==> config.mk <==
export PLATFORM = sky130hd
export DESIGN_NAME = armleo_stream_serializer
export DESIGN_NICKNAME = d
export VERILOG_FILES = /design/src/rtl/armleo_stream_pkg.sv /design/src/rtl/armleo_stream_serializer.sv
export SDC_FILE = /design/constraint.sdc
export NUM_CORES = 1
export LEC_CHECK = 0
export BUFFER_PORTS_ARGS = -buffer_cell sky130_fd_sc_hd__clkbuf_2
export CORE_ASPECT_RATIO = 1.25
export CORE_MARGIN = 3
export CORE_UTILIZATION = 45
export DETAILED_ROUTE_END_ITERATION = 12
export GPL_TIMING_DRIVEN = 0
export PLACE_DENSITY_LB_ADDON = 0.05
export SYNTH_ARGS = -nofsm -noshare
export SYNTH_HDL_FRONTEND = slang
export SYNTH_SLANG_ARGS = --single-unit
==> constraint.sdc <==
create_clock -name clk -period 1.6 [get_ports clk]
set_input_delay 0.16 -clock clk [delete_from_list [all_inputs] [get_ports clk]]
set_output_delay 0.16 -clock clk [all_outputs]
set_load 0.01 [all_outputs]
==> src/rtl/armleo_stream_pkg.sv <==
// Helpers shared by the armleo stream width converters (serializer and deserializer).
package armleo_stream_pkg;

    // Counter width that stays at least one bit, even for a ratio of 1 or 2.
    function automatic int clog2_min1(input int x);
        return (x <= 2) ? 1 : $clog2(x);
    endfunction

endpackage

==> src/rtl/armleo_stream_serializer.sv <==
// Valid/ready width downsizer: one RATIO*DW-bit word in, RATIO DW-bit beats out, LSB slice first.
// in_ready depends combinationally on out_ready so a new word can load on the final beat.
module armleo_stream_serializer
    import armleo_stream_pkg::*;
#(
    parameter int DW    = 8,
    parameter int RATIO = 4
) (
    input  logic                clk,
    input  logic                rst_n,
    input  logic                in_valid,
    input  logic [DW*RATIO-1:0] in_data,
    output logic                in_ready,
    output logic                out_valid,
    output logic [DW-1:0]       out_data,
    output logic                out_last,
    input  logic                out_ready
);

    localparam int IDX_W = clog2_min1(RATIO);
    localparam logic [IDX_W-1:0] LAST_IDX = IDX_W'(RATIO - 1);

    generate
        if (RATIO < 2) begin : g_bad_ratio
            $error("armleo_stream_serializer: RATIO must be >= 2");
        end
        if (DW < 1) begin : g_bad_dw
            $error("armleo_stream_serializer: DW must be >= 1");
        end
    endgenerate

    logic [DW*RATIO-1:0] hold_reg;
    logic [DW*RATIO-1:0] hold_next;
    logic [IDX_W-1:0]    idx_reg;
    logic [IDX_W-1:0]    idx_next;
    logic                valid_reg;
    logic                valid_next;

    logic at_last;
    logic in_fire;
    logic out_fire;

    assign at_last  = (idx_reg == LAST_IDX);
    assign in_fire  = in_valid && in_ready;
    assign out_fire = valid_reg && out_ready;

    always_ff @(posedge clk or negedge rst_n) begin
        if (!rst_n) begin
            hold_reg  <= '0;
            idx_reg   <= '0;
            valid_reg <= 1'b0;
        end else begin
            hold_reg  <= hold_next;
            idx_reg   <= idx_next;
            valid_reg <= valid_next;
        end
    end

    // A load always wins, including on the final beat of the previous word.
    always_comb begin
        hold_next  = hold_reg;
        idx_next   = idx_reg;
        valid_next = valid_reg;
        if (in_fire) begin
            hold_next  = in_data;
            idx_next   = '0;
            valid_next = 1'b1;
        end else if (out_fire) begin
            if (at_last) begin
                idx_next   = '0;
                valid_next = 1'b0;
            end else begin
                hold_next = hold_reg >> DW;
                idx_next  = idx_reg + IDX_W'(1);
            end
        end
    end

    always_comb begin
        out_valid = valid_reg;
        out_data  = hold_reg[DW-1:0];
        out_last  = valid_reg && at_last;
        in_ready  = !valid_reg || (out_ready && at_last);
    end

endmodule

==> metrics.txt <==
Mapped Area about 1800 um^2; Max Fclk 651.3 MHz; Seq pwr share 0.424; logic gate share of total power 0.411; CTS tree built; Slew Viols, Final 0; routability congestion estimate from global placement 0.7782; Std-Cell Rows 25; die area 4777 um^2; PortBufs 46; Longest Clk Path Bufs 2; Largest register FFs 32; global-route wire length before repair 7534 um; First-pass DRT Iterations 4; max_cap viols 0; vias in the first global route roughly 1600; Worst EP required 1.44 ns; register area share after synthesis 0.4892; CTS Buf Count 5; Vert. Die Dim 76.53 um; switching part of the total 0.3553; number of hold buffers added after CTS 0; initial antenna violation count 0; largest net degree at the start of global routing 36; critical-path maximum fanout 5; layout cells sized above 1 0.3613; PwrDens 1638 nW/um^2; distinct cell type count after synthesis 22; synth cell count leaders inv_1, dfrtp_1, a222oi_1, o22ai_1, buf_4; Synth top area share 0.4892; # placed instances 280; IO Count 47; Tmin final 1.535 ns; async set-reset flop share out of synthesis 1.000; Sink Count 35; DRT iter0 DRCs 147; Post-synth EDFFs 0; Syn Nets 217; Tot Pwr roughly 3.7 mW; data arrival time of the worst path 1.38 ns; Synth area leaders dfrtp_1, a222oi_1, inv_1, o22ai_1, a22o_1; skew final 0.006421 ns; status complete, but fails checks; dominant synthesized flop cell dfrtp_1; Final setup viols 0; wire length per cell about 16 um; sw power 1.319 mW; Cells after Synth 180; Final Net Count 274; vias per cell 5.414; flop2flop setup slack 0.08 ns; failing checks hold timing; Clock Tree Root clkbuf_8; Avg Cell Area, Syn around 9.9 um^2; DPL Wire Length 3278 um; Clock Latency Late Sink 0.28 ns; Routed Antenna Nets 0; HP Class in -> async; htree depth 2; CP Launch Type flop; vias post-DR 1581; FF+latch count, synth 35; Residual DRC 0; Final Hold Fails 16; gr ovfl total 0; ant diodes 0; peak supply drop around 0.75 mV; Synth-to-Final Area Change 26.62%; pre-CTS setup slack -0.07398 ns; Worst-Margin Slew 0.8878 ns; unrepaired setup endpoints after global routing yes; Pleak 1.276 nW; CP endpoint kind primary output; most common cell in the netlist inv_1; proportion of power drawn by the clock network 0.165; Total Wirelength around 4600 um; fin cells between 200 and 300; total track usage 0.1991; Core Region 3816 um^2; Synth Warn # 0; Final Core Density 0.5941; post-route worst setup slack 0.06454 ns; final period utilization 0.9597; largest area contributor in the netlist dfrtp_1; P_int 2.394 mW; Reg clk slew, reported paths around 0.07 ns; die width 62.42 um; Slew Limit Headroom 0.4081; final hold slack -0.01736 ns; WS Path Type reg -> out; starting density of the core 0.4692
final cells by class:
| type | count | area (um^2) |
|---|---|---|
| Tap cell | 54 | 67.56 |
| Fill cell | 347 | 1549 |
| Sequential cell | 35 | 875.8 |
| Buffer | 22 | 176.4 |
| Clock buffer | 7 | 76.32 |
| Multi-Input combinational cell | 73 | 618.1 |
| Inverter | 50 | 187.7 |
| Timing Repair Buffer | 50 | 260.3 |
| Clock inverter | 1 | 5.005 |
through the flow:
| stage | cell area, um^2 | TNS [ns] | hold WS, ns |
|---|---|---|---|
| final | 2267 | 0 | -0.01736 |
| after detailed placement | 2088 | -1.059 | 0.3213 |
| after global routing | 2267 | -0.1207 | 0.04546 |
| after CTS | 2178 | 0 | 0.01580 |
| after global placement | 2088 | 0 | 0.3020 |
| after floorplan | 1790 | 0 | -0.1356 |
timing repair:
action                                  CTS  global route
pin swaps                                 1             6
gates resized for setup                   4            19
buffers inserted                          0             4
endpoints found under the setup margin   27            31
cells by family (layout without fill, tap and decap cells):
group,Yosys count,count (layout),share of synthesized area
DFF,35,35,0.4892
muxes,1,1,0.005591
AOI/OAI and AO/OA,61,61,0.2816
adders and majority gates,1,1,0.006987
buffers and inverters,72,130,0.1859
and+or+nand+nor,10,10,0.03076
critical path: stages (launching register included):
cell and delay (ns):
dfrtp_1 0.43, ha_4 0.21, a21boi_2 0.17, buf_4 0.13, inv_1 0.03, clkbuf_2 0.11
power by group through the flow:
stage	Clock (mW)	Combinational [mW]	Sequential, mW
after global routing	0.664	1.71	1.63
after global placement	0	1.33	1.55
final	0.613	1.53	1.57
after CTS	0.626	1.41	1.56
after floorplan	0	1.04	1.48
after detailed placement	0	1.40	1.57
path summary, 6_finish.rpt:
check | end | startpoint | depth (start not counted)
min in group clk | hold_reg[31] | in_data[31] | 2
setup / recovery | in_ready | idx_reg[0] | 5
max in group asynchronous | hold_reg[14] | rst_n | 1
hold reg to reg | hold_reg[31] | hold_reg[31] | 1
setup reg to reg | hold_reg[11] | idx_reg[0] | 5
hold / removal | idx_reg[0] | rst_n | 1
per-layer routing:
layer | global-route usage | wire [um] | part of all wire | up-vias
met5 | 0 | 0 | 0 | -
met4 | 0.07947 | 70 | 0.015 | 0
met3 | 0.04130 | 276 | 0.060 | 9
met2 | 0.3372 | 2262 | 0.49 | 61
met1 | 0.2460 | 1980 | 0.43 | 751
li1 | - | - | - | 760
placed cells by master, fill, tap and decap left out, types with 3 or more instances in the layout:
| cell | synthesis | routed |
|---|---|---|
| clkbuf_2 | 0 | 46 |
| clkbuf_1 | 2 | 3 |
| buf_2 | 8 | 3 |
| inv_1 | 50 | 50 |
| dfrtp_1 | 35 | 35 |
| buf_4 | 10 | 17 |
| a222oi_1 | 24 | 24 |
| a22o_1 | 9 | 9 |
| o22ai_1 | 24 | 23 |
| clkbuf_8 | 0 | 5 |
Note: power is estimated with default switching activity, not from simulation.
